File: config.mk
export PLATFORM = sky130hd
export DESIGN_NAME = exe_issue_ctrl
export DESIGN_NICKNAME = d
export VERILOG_FILES = /design/src/rtl/exe_issue_ctrl_pkg.sv /design/src/rtl/exe_issue_ctrl_iter_shift_step.sv /design/src/rtl/exe_issue_ctrl.sv
export SDC_FILE = /design/constraint.sdc
export NUM_CORES = 1
export LEC_CHECK = 0
export BUFFER_PORTS_ARGS = -buffer_cell sky130_fd_sc_hd__buf_2
export CORE_MARGIN = 4
export CORE_UTILIZATION = 54
export DETAILED_ROUTE_END_ITERATION = 6
export PLACE_DENSITY = 0.86
export SYNTH_ARGS = -nofsm -noshare
export SYNTH_HDL_FRONTEND = slang
export SYNTH_SLANG_ARGS = --single-unit
File: constraint.sdc
create_clock -name clk_i -period 3.55 [get_ports clk_i]
set_input_delay 0.71 -clock clk_i [delete_from_list [all_inputs] [get_ports clk_i]]
set_output_delay 0.71 -clock clk_i [all_outputs]
set_load 0.01 [all_outputs]
File: src/rtl/exe_issue_ctrl_pkg.sv
// Shared encodings for the I-type execute controller.
// Holds the opcode/funct3 codes, the zero constants, the FSM states and the step clamp.
package exe_issue_ctrl_pkg;

  localparam int unsigned SHAMT_WIDTH = 5;

  localparam logic [6:0] INST_TYPE_I        = 7'b0010011;
  localparam logic [2:0] INST_ADDI          = 3'b000;
  localparam logic [2:0] INST_SLLI          = 3'b001;
  localparam logic [2:0] INST_SLTI          = 3'b010;
  localparam logic [2:0] INST_SLTIU         = 3'b011;
  localparam logic [2:0] INST_XORI          = 3'b100;
  localparam logic [2:0] INST_SRLI_AND_SRAI = 3'b101;
  localparam logic [2:0] INST_ORI           = 3'b110;
  localparam logic [2:0] INST_ANDI          = 3'b111;

  localparam logic [31:0] ZERO          = 32'h0;
  localparam logic [4:0]  ZERO_REG      = 5'h0;
  localparam logic        WRITE_DISABLE = 1'b0;

  typedef enum logic {
    EXE_ST_IDLE  = 1'b0,
    EXE_ST_SHIFT = 1'b1
  } exe_state_e;

  // Positions to shift this cycle: the remaining count, capped at the step size.
  function automatic logic [SHAMT_WIDTH-1:0] clamp_step(input logic [SHAMT_WIDTH-1:0] rem,
                                                         input logic [SHAMT_WIDTH-1:0] step);
    return (rem > step) ? step : rem;
  endfunction

endpackage

File: src/rtl/exe_issue_ctrl_iter_shift_step.sv
// Combinational partial shifter: moves value by a small amount, filling vacated bits with fill_i.
// dir_i = 1 shifts right, dir_i = 0 shifts left.
module iter_shift_step #(
  parameter int unsigned DATA_WIDTH = 32,
  parameter int unsigned AMT_WIDTH  = 3
) (
  input  logic [DATA_WIDTH-1:0] value_i,
  input  logic [AMT_WIDTH-1:0]  amount_i,
  input  logic                  dir_i,
  input  logic                  fill_i,
  output logic [DATA_WIDTH-1:0] value_o
);

  always_comb begin
    value_o = '0;
    if (dir_i) begin
      value_o = DATA_WIDTH'({{DATA_WIDTH{fill_i}}, value_i} >> amount_i);
    end else begin
      value_o = DATA_WIDTH'(({value_i, {DATA_WIDTH{fill_i}}} << amount_i) >> DATA_WIDTH);
    end
  end

endmodule

File: src/rtl/exe_issue_ctrl.sv
// I-type ALU execute controller: single-cycle ALU ops, iterative shifts through a step shifter,
// registered writeback pulse, flush and async reset abort.
module exe_issue_ctrl
  import exe_issue_ctrl_pkg::*;
#(
  parameter int unsigned DATA_WIDTH  = 32,
  parameter int unsigned RADDR_WIDTH = 5,
  parameter int unsigned SHIFT_STEP  = 4
) (
  input  logic                   clk_i,
  input  logic                   rst_i,
  input  logic                   in_valid_i,
  output logic                   in_ready_o,
  input  logic [31:0]            inst_i,
  input  logic [DATA_WIDTH-1:0]  op1_i,
  input  logic [DATA_WIDTH-1:0]  op2_i,
  input  logic                   reg_we_i,
  input  logic [RADDR_WIDTH-1:0] reg_waddr_i,
  input  logic                   flush_i,
  output logic                   out_valid_o,
  output logic                   reg_we_o,
  output logic [RADDR_WIDTH-1:0] reg_waddr_o,
  output logic [DATA_WIDTH-1:0]  reg_wdata_o,
  output logic                   busy_o
);

  localparam int unsigned AMT_WIDTH = $clog2(SHIFT_STEP + 1);

  exe_state_e             state_q, state_d;
  logic [DATA_WIDTH-1:0]  acc_q, acc_d;
  logic [SHAMT_WIDTH-1:0] rem_q, rem_d;
  logic                   dir_q, dir_d;
  logic                   fill_q, fill_d;
  logic                   we_q, we_d;
  logic [RADDR_WIDTH-1:0] rd_q, rd_d;
  logic                   out_valid_q, out_valid_d;
  logic                   reg_we_q, reg_we_d;
  logic [RADDR_WIDTH-1:0] reg_waddr_q, reg_waddr_d;
  logic [DATA_WIDTH-1:0]  reg_wdata_q, reg_wdata_d;

  logic [6:0]             opcode_c;
  logic [2:0]             funct3_c;
  logic [SHAMT_WIDTH-1:0] shamt_c;
  logic                   accept_c;
  logic [SHAMT_WIDTH-1:0] step_amt_c;
  logic [DATA_WIDTH-1:0]  shift_out_c;
  logic                   inst_unused_c;

  assign opcode_c      = inst_i[6:0];
  assign funct3_c      = inst_i[14:12];
  assign shamt_c       = inst_i[24:20];
  assign inst_unused_c = ^{inst_i[31], inst_i[29:25], inst_i[19:15], inst_i[11:7]};

  // Ready depends only on state and reset, never on in_valid_i.
  assign in_ready_o = (state_q == EXE_ST_IDLE) & ~rst_i;
  assign accept_c   = in_valid_i & in_ready_o & ~flush_i;
  assign step_amt_c = clamp_step(rem_q, SHAMT_WIDTH'(SHIFT_STEP));

  iter_shift_step #(
    .DATA_WIDTH(DATA_WIDTH),
    .AMT_WIDTH (AMT_WIDTH)
  ) u_shift_step (
    .value_i (acc_q),
    .amount_i(AMT_WIDTH'(step_amt_c)),
    .dir_i   (dir_q),
    .fill_i  (fill_q),
    .value_o (shift_out_c)
  );

  always_comb begin
    state_d     = state_q;
    acc_d       = acc_q;
    rem_d       = rem_q;
    dir_d       = dir_q;
    fill_d      = fill_q;
    we_d        = we_q;
    rd_d        = rd_q;
    out_valid_d = 1'b0;
    reg_we_d    = WRITE_DISABLE;
    reg_waddr_d = reg_waddr_q;
    reg_wdata_d = reg_wdata_q;

    case (state_q)
      EXE_ST_IDLE: begin
        if (accept_c) begin
          out_valid_d = 1'b1;
          reg_we_d    = reg_we_i;
          reg_waddr_d = reg_waddr_i;
          if (opcode_c != INST_TYPE_I) begin
            reg_we_d    = WRITE_DISABLE;
            reg_waddr_d = RADDR_WIDTH'(ZERO_REG);
            reg_wdata_d = DATA_WIDTH'(ZERO);
          end else begin
            case (funct3_c)
              INST_ADDI:  reg_wdata_d = op1_i + op2_i;
              INST_SLTI:  reg_wdata_d = DATA_WIDTH'($signed(op1_i) < $signed(op2_i));
              INST_SLTIU: reg_wdata_d = DATA_WIDTH'(op1_i < op2_i);
              INST_XORI:  reg_wdata_d = op1_i ^ op2_i;
              INST_ORI:   reg_wdata_d = op1_i | op2_i;
              INST_ANDI:  reg_wdata_d = op1_i & op2_i;
              INST_SLLI, INST_SRLI_AND_SRAI: begin
                if (shamt_c == '0) begin
                  reg_wdata_d = op1_i;
                end else begin
                  // Latch the whole shift; the result pulse comes from SHIFT.
                  out_valid_d = 1'b0;
                  reg_we_d    = WRITE_DISABLE;
                  reg_waddr_d = reg_waddr_q;
                  acc_d       = op1_i;
                  rem_d       = shamt_c;
                  dir_d       = inst_i[14];
                  fill_d      = inst_i[14] & inst_i[30] & op1_i[DATA_WIDTH-1];
                  we_d        = reg_we_i;
                  rd_d        = reg_waddr_i;
                  state_d     = EXE_ST_SHIFT;
                end
              end
              default: begin
                reg_we_d    = WRITE_DISABLE;
                reg_waddr_d = RADDR_WIDTH'(ZERO_REG);
                reg_wdata_d = DATA_WIDTH'(ZERO);
              end
            endcase
          end
        end
      end

      EXE_ST_SHIFT: begin
        if (flush_i) begin
          state_d = EXE_ST_IDLE;
        end else begin
          acc_d = shift_out_c;
          rem_d = rem_q - step_amt_c;
          if (rem_d == '0) begin
            state_d     = EXE_ST_IDLE;
            out_valid_d = 1'b1;
            reg_we_d    = we_q;
            reg_waddr_d = rd_q;
            reg_wdata_d = shift_out_c;
          end
        end
      end

      default: state_d = EXE_ST_IDLE;
    endcase
  end

  always_ff @(posedge clk_i or posedge rst_i) begin
    if (rst_i) begin
      state_q     <= EXE_ST_IDLE;
      acc_q       <= '0;
      rem_q       <= '0;
      dir_q       <= 1'b0;
      fill_q      <= 1'b0;
      we_q        <= 1'b0;
      rd_q        <= '0;
      out_valid_q <= 1'b0;
      reg_we_q    <= 1'b0;
      reg_waddr_q <= '0;
      reg_wdata_q <= '0;
    end else begin
      state_q     <= state_d;
      acc_q       <= acc_d;
      rem_q       <= rem_d;
      dir_q       <= dir_d;
      fill_q      <= fill_d;
      we_q        <= we_d;
      rd_q        <= rd_d;
      out_valid_q <= out_valid_d;
      reg_we_q    <= reg_we_d;
      reg_waddr_q <= reg_waddr_d;
      reg_wdata_q <= reg_wdata_d;
    end
  end

  assign out_valid_o = out_valid_q;
  assign reg_we_o    = reg_we_q;
  assign reg_waddr_o = reg_waddr_q;
  assign reg_wdata_o = reg_wdata_q;
  assign busy_o      = (state_q == EXE_ST_SHIFT);

endmodule
=== Word-level counts from Yosys, hierarchy flattened ===
Cells that the tools add are included.

* Shift operators: 2
* Equal/unequal tests: 15
* Multiplexer cells: 49
* Magnitude comparators: 3
* $add $sub $neg: 2
* Reductions and logical operators: 7
* Bitwise logic cells: 13

{| class="wikitable"
|+ Operator list
! cell !! number
|-
| two-way mux 32 bit || 11
|-
| one-hot mux 32 bit (7 select lines) || 1
|-
| one-hot mux 32 bit (2 select lines) || 2
|-
| less-than comparator 32 bit || 2
|-
| << shifter 64 x 3 -> 64 bit || 1
|-
| >> shifter 64 x 3 -> 32 bit || 1
|-
| two-way mux 5 bit || 12
|-
| adder 32 bit || 1
|-
| bitwise AND 32 bit || 1
|-
| OR 32 bit || 1
|-
| bitwise XOR 32 bit || 1
|-
| one-hot mux 5 bit (2 select lines) || 2
|-
| two-way mux 1 bit || 18
|-
| equality test 3 bit (second input constant) || 4
|-
| zero test 5 bit || 2
|-
| AND reduction 5 bit || 2
|-
| != test 2 bit (second input constant) || 4
|-
| != test 7 x 5 -> 1 bit (second input constant) || 1
|-
| equality test 3 x 2 -> 1 bit (second input constant) || 2
|-
| one-hot mux 1 bit (2 select lines) || 3
|-
| bitwise AND 1 bit || 5
|-
| > comparator 5 x 3 -> 1 bit (second input constant) || 1
|-
| inverter 1 bit || 5
|-
| subtractor 5 bit || 1
|-
| 6 further kinds || 7
|}

* Input bits: 106
* Output and inout port bits: 41
* Logic and storage cells: 102
* Register bits after elaboration: 85

=== Depth between registers and ports, before layout ===
* Depth after elaboration: 7
* Gate-level depth with buffers: 19
* Mapped depth without buffers: 13

=== By module ===
A second synthesis with hierarchy kept.

* Cell total of the unflattened synthesis: 1,380
* Area total of the unflattened synthesis: 10,590.2 sq um

{| class="wikitable"
|+ By module, submodules not included
! module !! times used !! sequential area each (sq um) !! area each (sq um) !! cells each
|-
| exe_issue_ctrl || 1 || 2,127.0 || 8,044.0 || 1,048
|-
| iter_shift_step || 1 || 0.0 || 2,546.2 || 332
|}

=== Worst setup path before layout ===
Ideal clock, no wire load.

* Path kind: input to register
* From: in rst_i
* To: reg reg_wdata_q[31] (netlist: reg_wdata_o[31])
* Required time: 3,478 ps
* Path slack: -533 ps
* Stages on the path: 11
* Library setup time: 72 ps
* Arrival: 4,011 ps
* Path buffers: 1
* Cell sequence: inv_1 -> nand2_1 -> a211o_1 -> a21o_1 -> buf_2 -> clkinv_2 -> nor2_1 -> a21oi_2 -> nor4_1 -> mux2_2 -> nor2_1

* Longest elaborated chain between the ends: 6

{| class="wikitable"
|+ RTL lines
! item !! line !! text
|-
| start: declaration || exe_issue_ctrl.sv:11 || <nowiki>input logic rst_i,</nowiki>
|-
| inverter 1 bit || exe_issue_ctrl.sv:55 || <nowiki>assign in_ready_o = (state_q == EXE_ST_IDLE) & ~rst_i;</nowiki>
|-
| bitwise AND 1 bit || exe_issue_ctrl.sv:55 ||
|-
| bitwise AND 1 bit (2 in series) || exe_issue_ctrl.sv:56 || <nowiki>assign accept_c = in_valid_i & in_ready_o & ~flush_i;</nowiki>
|-
| != test 2 bit (no source line) || n/a ||
|-
| AND reduction 4 bit (no source line) || n/a ||
|-
| end signal: assignment || exe_issue_ctrl.sv:172 || <nowiki>reg_wdata_q <= reg_wdata_d;</nowiki>
|-
| end: declaration || exe_issue_ctrl.sv:39 || <nowiki>logic [DATA_WIDTH-1:0] reg_wdata_q, reg_wdata_d;</nowiki>
|}

No other way between the ends.
A chain may end at the register's enable or synchronous reset.

=== Worst setup path after layout ===
* From: in op2_i[1]
* To: reg reg_wdata_q[31] (netlist: reg_wdata_o[31])

* Longest elaborated chain between the ends: 5

{| class="wikitable"
|+ RTL lines
! item !! line !! text
|-
| start: declaration || exe_issue_ctrl.sv:16 || <nowiki>input logic [DATA_WIDTH-1:0] op2_i,</nowiki>
|-
| adder 32 bit || exe_issue_ctrl.sv:95 || <nowiki>INST_ADDI: reg_wdata_d = op1_i + op2_i;</nowiki>
|-
| one-hot mux 32 bit (7 select lines) || exe_issue_ctrl.sv:94 || <nowiki>case (funct3_c)</nowiki>
|-
| two-way mux 32 bit || exe_issue_ctrl.sv:89 || <nowiki>if (opcode_c != INST_TYPE_I) begin</nowiki>
|-
| two-way mux 32 bit || exe_issue_ctrl.sv:85 || <nowiki>if (accept_c) begin</nowiki>
|-
| one-hot mux 32 bit (2 select lines) || exe_issue_ctrl.sv:83 || <nowiki>case (state_q)</nowiki>
|}

No other way between the ends. The select of a mux whose other input is x is not followed.

==> impl_results.md <==
- Status: complete, but fails checks
- Failing checks: design-rule violations
- Cts hold-fix bufs: 0
- Synth warn: 0
- Placed wire-length estimate: 26.4 mm
- Mux contribution to synthesized area: 12.5%
- Gpl congestion: 0.995
- Worst path arrival time: 3.63 ns
- Post-Route WL: 35.7 mm
- Clock tree buffer depth: 2
- Post-route minimum period: 3.36 ns
- Critical path required time: 3.82 ns
- Cts repair resizes: 0
- Area of the multi-input gates: 7500 sq um
- Number of global-route vias before repair: 10,600
- H-tree depth: 3
- CP startpoint kind: primary input
- P&R area growth vs syn: 13.3%
- Root buf cell: clkbuf_16
- CP Buf/Inv Count: 3
- First-pass GRT wire length: 56.3 mm
- Post-Synth XOR/XNOR Area: 2.08%
- Worst r2r path cells: 13
- Post-Syn Instances: 1,405
- Largest family of logic cells by synthesized area: compound AO/OA/AOI/OAI gates
- Top_reg_cell synth: dfrtp_1
- Layout cell share with drive strength beyond 1: 20.3%
- Worst-path cell chain: buf_2 -> inv_1 -> ha_1 -> a21o_1 -> nand4_1 -> a31oi_1 -> a211oi_1 -> o221ai_1 -> a21oi_1 -> o41ai_1 -> buf_4 -> mux2_2 -> nor2_1
- GRT met1 Usage: 44.0%
- RSZ-0062 raised after global routing: no
- Synth top area share: 20.2%
- Worst slack at placement: -0.0137 ns
- Synth unique cells: 85
- Final worst slack: 0.189 ns
- Total power: 3.74 mW
- Worst vdd ir: 0.000242 V
- Final Core Density: 63.0%
- Vias per std cell: 6.50
- CTS sink cnt: 85
- Fmax: 0.298 GHz
- Die area: 21,800 sq um
- Final count of pins violating max slew: 0
- Area after DPL: 11,600 sq um
- Compound-gate portion of the synthesized area: 26.5%
- Global Route Usage Sum: 31.4%
- HP Class: in -> async
- Met3 usage: 4.81%
- Max-slew headroom: 41.5%
- Initial Util: 55.6%
- FF+latch area: 2130 sq um
- Top cells by area, synth: dfrtp_1 (20%), ha_1 (12%), a21oi_1 (7.3%)
- Setup Fix Bufs, Post-CTS: 0
- # rows: 50
- Asr flop ratio synth: 100%
- Antenna diodes: 0
- Hold Fails Final Rpt: 0
- Setup violations, final: 0
- Post-route ant nets: 0
- Core Region: 18,900 sq um
- Pwr dens: 314 nW/um^2
- Io pins: 147
- Final Cycle Share: 94.7%
- CTS Buf Count: 9
- DR WL/cell: 20.2 um
- First-pass DRT Iterations: 7
- Reported leakage power: 5.55 nW
- Total grt overflow: 0
- Filler cell count: 1,619
- Design Area, Final: 11,900 sq um
- R2R Setup Slk: 0.25 ns
- Busiest grt layer: met2
- Largest net degree at the start of global routing: 70
- Drc violations: 2
- Hold WS: 0.410 ns
- GR Layer Usage met2: 49.3%
- Post-synthesis sequential area ratio: 20.2%
- Family with the most delay on the worst path: compound AO/OA/AOI/OAI gates
- Initial antenna violation count: 1
- Final nets: 1,709
- Clock Skew: 0.00903 ns
- Syn Nets: 1,609
- MaxCap Viol Count: 0
- Synth Area in Adders: 11.7%
- Post-synth EDFFs: 0
- Slowest cell delay on critical path: 0.49 ns
- CP Class: in -> reg
- Register bit total from synthesis: 85
- Peak fanout along the critical path: 3
- Via count: 11,500
- Post-Syn Area: 10,500 sq um
- Reg2reg start: rem_q[2]
- CTS tree: done
- Worst-path clk slew: 0.07 ns
- I/O Buffers: 130
- Die height: 148 um
- Area leader, netlist: dfrtp_1
- Highest-delay cell along the critical path: o41ai_1
- Worst Tran Pin Value: 0.878 ns
- CP startpoint: op2_i[1]
- Initial DRC count: 1,848
- Critical Path Sink Type: flop
- Die Width: 148 um
- Clock latency on the worst-skew pair: 0.35 ns
- Average size of a mapped cell: 7.48 sq um
- Simple-gate portion of the synthesized area: 18.2%
- R2r endpoint: reg_wdata_o[31]
where the power goes:
group,internal (mW),switching (mW)
clock,0.553,0.413
sequential,1.04,0.159
combinational,0.685,0.887
total,2.28,1.46
worst reg2reg max path, delay by kind of cell, from the launching register on:
family          cells  cell delay (ns)
compound gates      5             0.99
mux                 1             0.22
simple gates        5             0.88
fa+ha+maj           1             0.25
flops               1             0.60
buf+inv             1             0.25
through the flow:
step | instances | setup TNS, ns
after global routing | 1770 | 0
after CTS | 1769 | 0
after floorplan | 1405 | 0
after detailed placement | 1753 | -0.0137
final | 1770 | 0
after global placement | 1753 | -0.0368
cell usage in the layout (no fill, tap or decap), drive strengths merged, types with 12 or more instances in the layout:
master,netlist,routed
a21o,15,15
a21oi,154,154
a31oi,16,16
and3,12,12
buf,39,215
dfrtp,85,85
ha,97,97
inv,91,91
mux2,21,21
mux2i,28,28
mux4,35,35
nand2,178,178
nand3,30,30
nor2,136,136
nor3,30,30
o211ai,18,18
o21ai,141,141
o22ai,16,16
xnor2,18,18
sequential cells by signal, summed over array words and instances, names as in the netlist:
name / flops
acc_q: 32
fill_q: 1
reg_we_o: 1
rd_q: 5
out_valid_o: 1
reg_waddr_o: 5
reg_wdata_o: 32
rem_q: 5
we_q: 1
dir_q: 1
busy_o: 1
layout make-up:
cell class / instances / area share, %
multi-input cells: 1101 / 63.0
flip-flops and latches: 85 / 17.9
repair buffers: 215 / 10.9
inverters: 93 / 2.97
well taps: 260 / 2.73
clock buffers: 10 / 1.92
clock inverters: 6 / 0.620
synthesized netlist by cell type (3+ instances only):
cell type / count
inv_1: 90
mux4_2: 32
a21o_1: 15
a31oi_1: 16
clkbuf_1: 86
o211ai_1: 17
a211oi_1: 11
o41ai_1: 4
nor2_1: 134
buf_6: 4
o2111ai_1: 3
a21boi_0: 6
o22a_1: 5
a2111oi_0: 4
o21bai_1: 8
mux4_1: 3
dfrtp_1: 85
ha_1: 97
nand4_1: 3
nor2b_1: 10
o22ai_1: 16
nand3_1: 30
or3_1: 6
xnor2_1: 18
o21ai_0: 131
mux2i_1: 28
buf_2: 17
and3_1: 12
nand2_1: 176
nor4_1: 9
nor3_1: 28
mux2_2: 21
o32a_1: 5
nand2b_1: 4
buf_1: 13
o221ai_1: 9
xor2_1: 7
and2_1: 6
a21oi_1: 153
o21ai_1: 10
a221o_1: 3
a221oi_1: 9
buf_4: 3
o21a_1: 7
per-layer routing:
layer	part of all wire, %	wire length, um	vias to the layer above
met4	3.7	1310	2
li1	-	-	5182
met1	40	14200	5422
met2	45	16100	777
met5	0.031	11	-
met3	11	4090	117
how the worst max path moves through the flow:
stage	to	slack, ns	cells after the start
floorplan	acc_q[10]	0.04	7
global placement	reg_wdata_o[31]	-0.04	13
detailed placement	reg_wdata_o[31]	-0.01	13
CTS	reg_wdata_o[31]	0.26	13
global route	reg_wdata_o[31]	0.04	13
finish	reg_wdata_o[31]	0.19	13
logic make-up after synthesis:
logic type / count (synthesis)
compound gates: 459
xor+xnor: 25
fa+ha+maj: 98
buf+inv: 220
flops: 85
mux: 84
other cells: 1
simple gates: 433
(Power assumes the default switching activity.)
